File: src/rtl/cla_nibble_serial_adder.sv
// cla_nibble_serial_adder: WIDTH-bit adder that pushes one nibble per clock through a single 4-bit CLA

// 4-bit carry-lookahead adder: all carries come straight from generate/propagate terms
module carryLook_4bit_adder (
    input  logic [3:0] A,
    input  logic [3:0] B,
    input  logic       Cin,
    output logic [3:0] S,
    output logic       Cout
);
    logic [3:0] g;
    logic [3:0] p;
    logic [4:0] c;
    // Generate/propagate terms and flattened lookahead carries
    always_comb begin
        g    = A & B;
        p    = A ^ B;
        c[0] = Cin;
        c[1] = g[0] | (p[0] & Cin);
        c[2] = g[1] | (p[1] & g[0]) | (p[1] & p[0] & Cin);
        c[3] = g[2] | (p[2] & g[1]) | (p[2] & p[1] & g[0]) | (p[2] & p[1] & p[0] & Cin);
        c[4] = g[3] | (p[3] & g[2]) | (p[3] & p[2] & g[1]) | (p[3] & p[2] & p[1] & g[0])
             | (p[3] & p[2] & p[1] & p[0] & Cin);
        S    = p ^ c[3:0];
        Cout = c[4];
    end
endmodule

module cla_nibble_serial_adder #(
    parameter int WIDTH = 16
) (
    input  logic             clk,
    input  logic             rst_n,
    input  logic             in_valid,
    output logic             in_ready,
    input  logic [WIDTH-1:0] A,
    input  logic [WIDTH-1:0] B,
    input  logic             Cin,
    output logic             out_valid,
    input  logic             out_ready,
    output logic [WIDTH-1:0] S,
    output logic             Cout,
    output logic             Ovf
);
    localparam int NIB = WIDTH / 4;
    localparam int IW  = $clog2(NIB);
    localparam logic [IW-1:0] LAST = IW'(NIB - 1);

    typedef enum logic [1:0] {IDLE, RUN, DONE} state_t;

    state_t           state_q, state_d;
    logic [WIDTH-1:0] a_q, a_d, b_q, b_d, s_q, s_d;
    logic [IW-1:0]    idx_q, idx_d;
    logic             carry_q, carry_d, cout_q, cout_d, ovf_q, ovf_d;
    logic [3:0]       cla_a, cla_b, cla_s;
    logic             cla_cout;

    carryLook_4bit_adder u_cla (
        .A   (cla_a),
        .B   (cla_b),
        .Cin (carry_q),
        .S   (cla_s),
        .Cout(cla_cout)
    );

    // Steer the current nibble of the latched operands into the CLA
    always_comb begin
        cla_a = a_q[4*idx_q +: 4];
        cla_b = b_q[4*idx_q +: 4];
    end

    // Next-state and datapath updates; sign of the final nibble decides overflow
    always_comb begin
        state_d = state_q;
        a_d     = a_q;
        b_d     = b_q;
        s_d     = s_q;
        idx_d   = idx_q;
        carry_d = carry_q;
        cout_d  = cout_q;
        ovf_d   = ovf_q;
        case (state_q)
            IDLE: if (in_valid) begin
                a_d     = A;
                b_d     = B;
                carry_d = Cin;
                idx_d   = '0;
                state_d = RUN;
            end
            RUN: begin
                s_d[4*idx_q +: 4] = cla_s;
                carry_d           = cla_cout;
                idx_d             = idx_q + 1'b1;
                if (idx_q == LAST) begin
                    idx_d   = '0;
                    cout_d  = cla_cout;
                    ovf_d   = (a_q[WIDTH-1] == b_q[WIDTH-1]) && (cla_s[3] != a_q[WIDTH-1]);
                    state_d = DONE;
                end
            end
            DONE: state_d = out_ready ? IDLE : DONE;
            default: state_d = IDLE;
        endcase
    end

    // State and datapath registers; reset aborts any operation in flight
    always_ff @(posedge clk or negedge rst_n) begin
        if (!rst_n) begin
            state_q <= IDLE;
            a_q     <= '0;
            b_q     <= '0;
            s_q     <= '0;
            idx_q   <= '0;
            carry_q <= 1'b0;
            cout_q  <= 1'b0;
            ovf_q   <= 1'b0;
        end else begin
            state_q <= state_d;
            a_q     <= a_d;
            b_q     <= b_d;
            s_q     <= s_d;
            idx_q   <= idx_d;
            carry_q <= carry_d;
            cout_q  <= cout_d;
            ovf_q   <= ovf_d;
        end
    end

    // Handshake flags follow the state directly
    always_comb begin
        in_ready  = state_q == IDLE;
        out_valid = state_q == DONE;
        S         = s_q;
        Cout      = cout_q;
        Ovf       = ovf_q;
    end
endmodule

File: config.mk
export PLATFORM = sky130hd
export DESIGN_NAME = cla_nibble_serial_adder
export DESIGN_NICKNAME = d
export VERILOG_FILES = /design/src/rtl/cla_nibble_serial_adder.sv
export SDC_FILE = /design/constraint.sdc
export NUM_CORES = 1
export LEC_CHECK = 0
export BUFFER_PORTS_ARGS = -buffer_cell sky130_fd_sc_hd__buf_2
export CAP_MARGIN = 25
export CORE_MARGIN = 5
export CORE_UTILIZATION = 35
export DETAILED_ROUTE_END_ITERATION = 6
export PLACE_DENSITY = 0.54
export SYNTH_ARGS = -nofsm -noshare
export SYNTH_HDL_FRONTEND = slang
export SYNTH_SLANG_ARGS = --single-unit
File: constraint.sdc
create_clock -name clk -period 4.94 [get_ports clk]
set_clock_uncertainty 0.2 [all_clocks]
set_input_delay 0.988 -clock clk [delete_from_list [all_inputs] [get_ports clk]]
set_output_delay 0.988 -clock clk [all_outputs]
set_load 0.005 [all_outputs]
==> results.md, run 1 <==
- Status: completed
- Final total power: 0.00229 W
- Worst IR Drop VDD: 0.321 mV
- Boundary Pins: 57
- Port Buffer Count: 56
- Worst-Skew Late Latency: 310 ps
- Maxcap violations: 0
- Post-synth EDFFs: 0
- PD cells: 739 mW/mm^2
- Die Area: 0.00934 sq mm
- Most common cell in the netlist: dfrtp_1
- Leading area contributor after synthesis: dfrtp_1
- Final Cell Area: 0.00310 sq mm
- Vias per cell: 4.88
- Placed cell area: 0.00298 sq mm
- # rows: 31
- Ant. Diodes: 0
- Core box area: 0.00729 sq mm
- Routed WL: 5420 um
- Vias in the first global route: 1895
- Post CTS Setup Buffer Count: 0
- Number of distinct library cells after synthesis: 32
- CP Max Fanout: 17
- Main synth FF type: dfrtp_1
- Tot GR Track Use: 12.1%
- Post-layout min period: 3100 ps
- Fmax: 323 MHz
- Die H: 96.6 um
- H-tree depth: 2
- Critical Path End Type: flip-flop
- Largest net degree at the start of global routing: 56
- Synth area leaders: dfrtp_1, mux2_1, mux4_2, ha_1, a22o_1
- Startpoint types: flip-flop
- Async SR Flop Fraction: 100%
- Max-slew violation count: 0
- Avg Cell Area, Syn: 13.3 sq um
- Final setup violation count: 0
- Leakage power: 1.47 nW
- DR vias: 1726
- PostCTS Resize Cnt: 0
- Crit path arrival time: 3140 ps
- Post-Syn Nets: 247
- Fin nets: 303
- Setup_tns: 0 ps
- Clock transition at path regs: 90 ps
- Crit share post-route: 62.7%
- First-pass GRT wire length: 9430 um
- Multi-input logic area: 0.00116 sq mm
- Mapped Cells: 198
- Clock sink count: 55
- Drt drc: 0
- Worst hold slack: 279 ps
- Chip Width: 96.6 um
- Mapped Area: 0.00263 sq mm
- CTS tree: built
- DRT iter0 DRCs: 56
- Post-Route Utilization: 42.5%
- Number of warnings issued by yosys: 0
- CTS root buffer: clkbuf_8
- Max_slew headroom: 49.0%
- Num CTS Buffers: 5
- Seq/Total Area, Yosys: 52.4%
- Area growth syn-to-layout: 18.0%
- Critical path class: reg -> reg
- Avg WL per Cell: 15.3 um
- ANT nets after route: 0
- RSZ-0062 raised after global routing: no
- Worst hold path class: reg -> reg
- HPWL after DPL: 4080 um
- Initial antenna violation count: 0
- DR pass1 iterations: 4
- Synth Register Bits: 55
- Placer Congestion: 0.807
- Least-Margin Pin Slew: 765 ps
- Fin. Hold Viols: 0
- FILL cells: 745
- Synth top area share: 52.4%
- Storage element area: 0.00138 sq mm
- Initial Util: 36.0%
- Grt total ovfl: 0
- Post-CTS Hold Buffers: 0
- Fraction of layout cells with a size suffix above 1: 31.0%
- Synth top cells by count: dfrtp_1, mux2_1, nand2_1
- Max clock buf depth: 2
- CP required: 4980 ps
[stage by stage]
stage,std cells,setup WS [ps]
after global routing,354,1510
after floorplan,198,2160
after detailed placement,346,1720
final,354,1840
after CTS,354,1720
after global placement,346,1870
[flip-flops by register name, indices dropped and copies added (netlist names)]
| name | count |
|---|---|
| Cout | 1 |
| b_q | 16 |
| state_q | 2 |
| S | 16 |
| carry_q | 1 |
| a_q | 16 |
| idx_q | 2 |
| Ovf | 1 |
[per-layer routing]
metal | global-route usage [%] | part of all wire, %
met1 | 16.3 | 48
met2 | 19.4 | 47
met3 | 3.53 | 4.8
met4 | 2.59 | 0.52
met5 | 0 | 0
[layout make-up]
class	count	share of cell area, %
inverters	5	0.606
clock inverters	2	1.25
well taps	99	4.00
repair buffers	58	9.53
flip-flops and latches	55	44.4
multi-input cells	129	37.5
clock buffers	6	2.66
[layout by cell type (no fill, tap or decap), types with 6 or more instances in the layout]
| master | n |
|---|---|
| buf_2 | 56 |
| dfrtp_1 | 55 |
| clkbuf_8 | 6 |
| mux2_1 | 30 |
| a22o_1 | 12 |
| o31ai_1 | 7 |
| nor2_1 | 12 |
| nand2_1 | 17 |
| mux4_2 | 8 |
| ha_1 | 11 |
[where the power goes]
part | switching [W] | leakage (nW) | internal [W] | total [W]
sequential | 0.000173 | 0.684 | 0.000655 | 0.000828
combinational | 0.000622 | 0.720 | 0.000523 | 0.00115
clock | 0.000148 | 0.0618 | 0.000167 | 0.000315
total | 0.000944 | 1.47 | 0.00135 | 0.00229
[worst paths after layout]
| path | endpoint | slack, ps | cells past startpoint | startpoint |
|---|---|---|---|---|
| min in group asynchronous | state_q[0] | 610 | 2 | rst_n |
| max in group asynchronous | b_q[3] | 3480 | 2 | rst_n |
| worst max register to register | S[11] | 1840 | 6 | idx_q[0] |
| worst max-delay path | S[11] | 1840 | 6 | idx_q[0] |
| worst min register to register | Cout | 280 | 2 | Cout |
| worst min-delay path | Cout | 280 | 2 | Cout |
[logic make-up (layout without fill, tap and decap cells)]
logic type / after synthesis / after routing / synth area share (%)
adders and majority gates: 12 / 12 / 6.00
xor gates and xnor gates: 2 / 2 / 0.667
and+or+nand+nor: 42 / 42 / 7.86
muxes: 41 / 41 / 21.0
DFF: 55 / 55 / 52.4
buffers and inverters: 14 / 71 / 3.33
AOI/OAI and AO/OA: 32 / 32 / 8.81
[worst max-delay path: stages (launching register included)]
cell	delay [ps]
dfrtp_1	850
mux4_2	610
ha_1	360
o21ai_0	130
o21a_1	220
nor3_1	460
a22o_1	210
Note: power is estimated with default switching activity, not from simulation.
==> run 2, diff against run 1 <==
PLACE_DENSITY = 0.57   (was 0.54)
clock period = 2.5 ns   (was 4.94 ns; I/O delays follow)
==> run 2 against run 1 <==
Net effect:
- sequential share of layout area is 1.7 points lower
- fmax rose by 24%
- register-to-register slack got worse by 1800 ps
- count of clock-buffer cells in the layout stayed put
- critical path depth increased by 1
- via count down 0.75%
- cell count increased by 2.8%
- core utilization rose by 1.7 points
- setup slack got worse by 1800 ps
- first-iteration DRC count down 45%
- clock power is 53% higher
- critical path type unchanged
- largest power group unchanged
==> results.md, run 2 (synthesized netlist as in run 1, its figures left out) <==
- H-tree depth: 2
- CP required: 2540 ps
- Die Area: 0.00934 sq mm
- Fraction of layout cells with a size suffix above 1: 37.4%
- ANT nets after route: 0
- Largest net degree at the start of global routing: 56
- Critical path class: reg -> reg
- Placer Congestion: 0.824
- Maxcap violations: 0
- Status: completed
- Fin. Hold Viols: 0
- Fmax: 401 MHz
- Clock transition at path regs: 90 ps
- Fin nets: 313
- Vias per cell: 4.71
- # rows: 31
- Worst setup path startpoint: idx_q[0]
- Worst hold slack: 116 ps
- Ant. Diodes: 0
- Final non-filler cell total: 364
- Critical Path End Type: flip-flop
- DR pass1 iterations: 4
- Port Buffer Count: 56
- Vias in the first global route: 1906
- Initial antenna violation count: 0
- Setup_tns: 0 ps
- Final setup margin: 8.86 ps
- PD cells: 1580 mW/mm^2
- DR vias: 1713
- DRT iter0 DRCs: 31
- Tot GR Track Use: 12.2%
- Dpl cells: 354
- Avg WL per Cell: 15.2 um
- Routed WL: 5540 um
- Worst hold path class: in -> async
- RSZ-0062 raised after global routing: yes
- Least-Margin Pin Slew: 693 ps
- Area growth syn-to-layout: 22.8%
- Worst-Skew Late Latency: 310 ps
- Drt drc: 0
- Final setup violation count: 0
- CP Max Fanout: 4
- Crit path arrival time: 2540 ps
- Worst reg2reg startpoint: idx_q[0]
- Max-slew violation count: 0
- Crit share post-route: 99.6%
- Initial Util: 36.0%
- Final total power: 0.00509 W
- First-pass GRT wire length: 9320 um
- Die H: 96.6 um
- HPWL after DPL: 4030 um
- CTS tree: built
- Worst IR Drop VDD: 0.712 mV
- Max_slew headroom: 53.8%
- Post-layout min period: 2490 ps
- Commonest non-fill, non-tap cells in the layout: buf_2, dfrtp_1, mux2_1
- Clock sink count: 55
- Core box area: 0.00729 sq mm
- Startpoint types: flip-flop
- Leakage power: 1.50 nW
- CTS root buffer: clkbuf_8
- Boundary Pins: 57
- Grt total ovfl: 0
- Max clock buf depth: 2
- Chip Width: 96.6 um
- Pre-CTS setup slack: -208 ps
- Num CTS Buffers: 5
- Commonest non-fill, non-tap cell in the layout: buf_2
- FILL cells: 721
[run 2: area by class of cell]
cell class | instances | area, sq um | share of cell area (%)
sequential | 55 | 1380 | 42.7
multi-input combinational | 129 | 1230 | 38.2
timing repair buffer | 68 | 387 | 12.0
tap | 99 | 124 | 3.84
clock buffer | 6 | 72.6 | 2.25
inverter | 5 | 18.8 | 0.582
clock inverter | 2 | 12.5 | 0.388
[run 2: layer usage]
| metal | global-route usage [%] | vias up | wire length [um] |
|---|---|---|---|
| met1 | 17.0 | 820 | 2660 |
| met5 | 0 | - | 0 |
| met4 | 3.35 | 0 | 67 |
| met3 | 3.60 | 6 | 311 |
| met2 | 18.7 | 41 | 2500 |
| li1 | - | 846 | - |
[run 2: final timing paths]
path                                   end  slack, ps  depth (start not counted)
worst max-delay path                   Ovf          9                          7
worst min-delay path                a_q[0]        120                          2
worst max register to register         Ovf          9                          7
worst min register to register        S[4]        280                          2
max in group asynchronous         idx_q[1]       1510                          2
min in group clk                state_q[1]        160                          2
[run 2: what timing repair did]
item | 4_1_cts | 5_1_grt
pin swaps | 0 | 6
cloned | 0 | 0
hold buffers | 0 | 0
endpoints found under the setup margin | 6 | 10
gates resized for setup | 4 | 5
setup buffers | 1 | 1
[run 2: metrics by stage]
stage               instance area [sq um]  utilization [%]
detailed placement                   3080             42.3
finish                               3230             44.2
global route                         3230             44.2
CTS                                  3200             43.8
global placement                     3080             42.3
floorplan                            2680                -
[run 2: critical path, stage by stage, from the launching register on]
cell and delay [ps]:
dfrtp_1 420, buf_6 140, mux4_2 580, ha_4 320, a211oi_2 60, o21a_1 230, or4_1 410, nand3_1 80
[run 2: power by group]
part           internal (W)  switching (W)  total [W]
sequential          0.00130       0.000286    0.00158
clock              0.000197       0.000286   0.000483
combinational       0.00154        0.00148    0.00302
total               0.00303        0.00206    0.00509
==> run 3, diff against run 2 <==
PLACE_DENSITY = not set   (was 0.57)
PLACE_DENSITY_LB_ADDON = 0.05   (was not set)
==> run 3 against run 2 <==
Net effect:
- the flow now finishes with violations (negative setup slack)
- register-to-register slack lost 100 ps
- critical path depth grew 1
- via count grew 7.0%
- final area grew 5.4%
- core utilization grew 2.4 points
- global-route usage is essentially flat
- hold slack lost 89 ps
- sequential power is essentially flat
- routed wire length grew 3.0%
- cell count grew 3.3%
==> results.md, run 3 (synthesized netlist as in run 1, its figures left out) <==
- Critical Path End Type: flip-flop
- Pre-CTS setup slack: -208 ps
- Post-Route Utilization: 46.6%
- Critical path class: reg -> reg
- Largest net degree at the start of global routing: 33
- Chain of cells forming the critical path: buf_12, mux4_2, ha_4, a211oi_2, o21a_1, buf_4, or4_1, nand3_1
- Port Buffer Count: 56
- DRT iter0 DRCs: 35
- WP depth: 8
- RSZ-0062 raised after global routing: yes
- Max-slew violation count: 0
- # rows: 31
- Final non-filler cell total: 376
- Chip Width: 96.6 um
- Initial antenna violation count: 0
- Failing checks: negative setup slack
- Avg WL per Cell: 15.2 um
- Vias in the first global route: 1915
- Routed WL: 5700 um
- CTS tree: built
- Drt drc: 0
- Maxcap violations: 0
- Max stage delay on crit path: 550 ps
- Max clock buf depth: 2
- Clock sink count: 55
- DR pass1 iterations: 4
- Num CTS Buffers: 5
- Least-Margin Pin Slew: 697 ps
- CP required: 2550 ps
- Max_slew headroom: 53.5%
- Commonest non-fill, non-tap cell in the layout: buf_2
- Boundary Pins: 57
- Setup_tns: -129 ps
- Buffer and inverter count on the worst path: 2
- PD cells: 1690 mW/mm^2
- Grt total ovfl: 0
- Fin nets: 325
- Crit path arrival time: 2650 ps
- Startpoint types: flip-flop
- Placed cell area: 0.00318 sq mm
- CP Max Fanout: 5
- Dpl cells: 365
- Core box area: 0.00729 sq mm
- Fin. Hold Viols: 0
- Slowest cell on crit path: mux4_2
- Clock transition at path regs: 90 ps
- Post-layout min period: 2600 ps
- Initial Util: 36.0%
- DR vias: 1833
- Ant. Diodes: 0
- H-tree depth: 2
- Commonest non-fill, non-tap cells in the layout: buf_2, dfrtp_1, mux2_1
- Status: finished with violations
- Area growth syn-to-layout: 29.4%
- Worst IR Drop VDD: 0.689 mV
- Final setup violation count: 7
- Crit share post-route: 104%
- CTS root buffer: clkbuf_8
- Worst hold path class: in -> async
- Placer Congestion: 0.737
- Fraction of layout cells with a size suffix above 1: 41.5%
- HPWL after DPL: 4190 um
- Tot GR Track Use: 12.3%
- Leakage power: 1.59 nW
- First-pass GRT wire length: 9450 um
- ANT nets after route: 0
- Post-CTS Hold Buffers: 0
- R2R depth: 8
- Top delay family on crit path: multiplexers
- Fmax: 385 MHz
- Die H: 96.6 um
- Final setup margin: -95.3 ps
- Worst-Skew Late Latency: 300 ps
- Die Area: 0.00934 sq mm
- Vias per cell: 4.88
- Final Cell Area: 0.00340 sq mm
-- run 3: changes by cell type in the layout (fill, tap and decap cells not counted), sizes merged --
cell      previous run  this run
clkinv               1         0
buf                 68        79
clkinvlp             1         0
clkbuf               6         9
-- run 3: metal layers --
layer | routed length, um | vias to the layer above | track usage (%)
met3 | 302 | 8 | 3.53
met5 | 0 | - | 0
met2 | 2720 | 50 | 20.2
met4 | 63 | 0 | 3.56
met1 | 2610 | 904 | 15.8
li1 | - | 871 | -
-- run 3: path summary, 6_finish.rpt --
path	start	to	slack (ps)
setup reg to reg	idx_q[0]	Ovf	-100
min in group clk	out_ready	state_q[1]	160
max in group asynchronous	rst_n	a_q[6]	1440
setup / recovery	idx_q[0]	Ovf	-100
hold reg to reg	S[5]	S[5]	290
hold / removal	rst_n	state_q[0]	30
-- run 3: cell type report --
| type | instances | area, sq um |
|---|---|---|
| fillers | 706 | 3890 |
| multi-input cells | 129 | 1280 |
| repair buffers | 80 | 503 |
| inverters | 5 | 18.8 |
| clock buffers | 8 | 100 |
| flip-flops and latches | 55 | 1380 |
| well taps | 99 | 124 |
-- run 3: repair_timing --
item / in CTS / in global routing
gates cloned: 0 / 1
pin swaps: 1 / 5
gates resized for setup: 3 / 11
endpoints found under the setup margin: 9 / 19
setup buffers: 1 / 1
-- run 3: power breakdown --
| group | internal, W | total (W) | leakage (nW) | switching [W] |
|---|---|---|---|---|
| logic | 0.00195 | 0.00364 | 0.860 | 0.00169 |
| clock network | 0.000254 | 0.000536 | 0.0515 | 0.000283 |
| registers | 0.00130 | 0.00156 | 0.683 | 0.000265 |
| total | 0.00350 | 0.00574 | 1.59 | 0.00223 |
-- run 3: metrics by stage --
stage	hold WS, ps	total power, W
6_report	26.9	0.00574
5_1_grt	83.7	0.00620
4_1_cts	63.4	0.00545
3_5_place_dp	270	0.00475
3_3_place_gp	263	0.00475
2_1_floorplan	4.41	0.00342
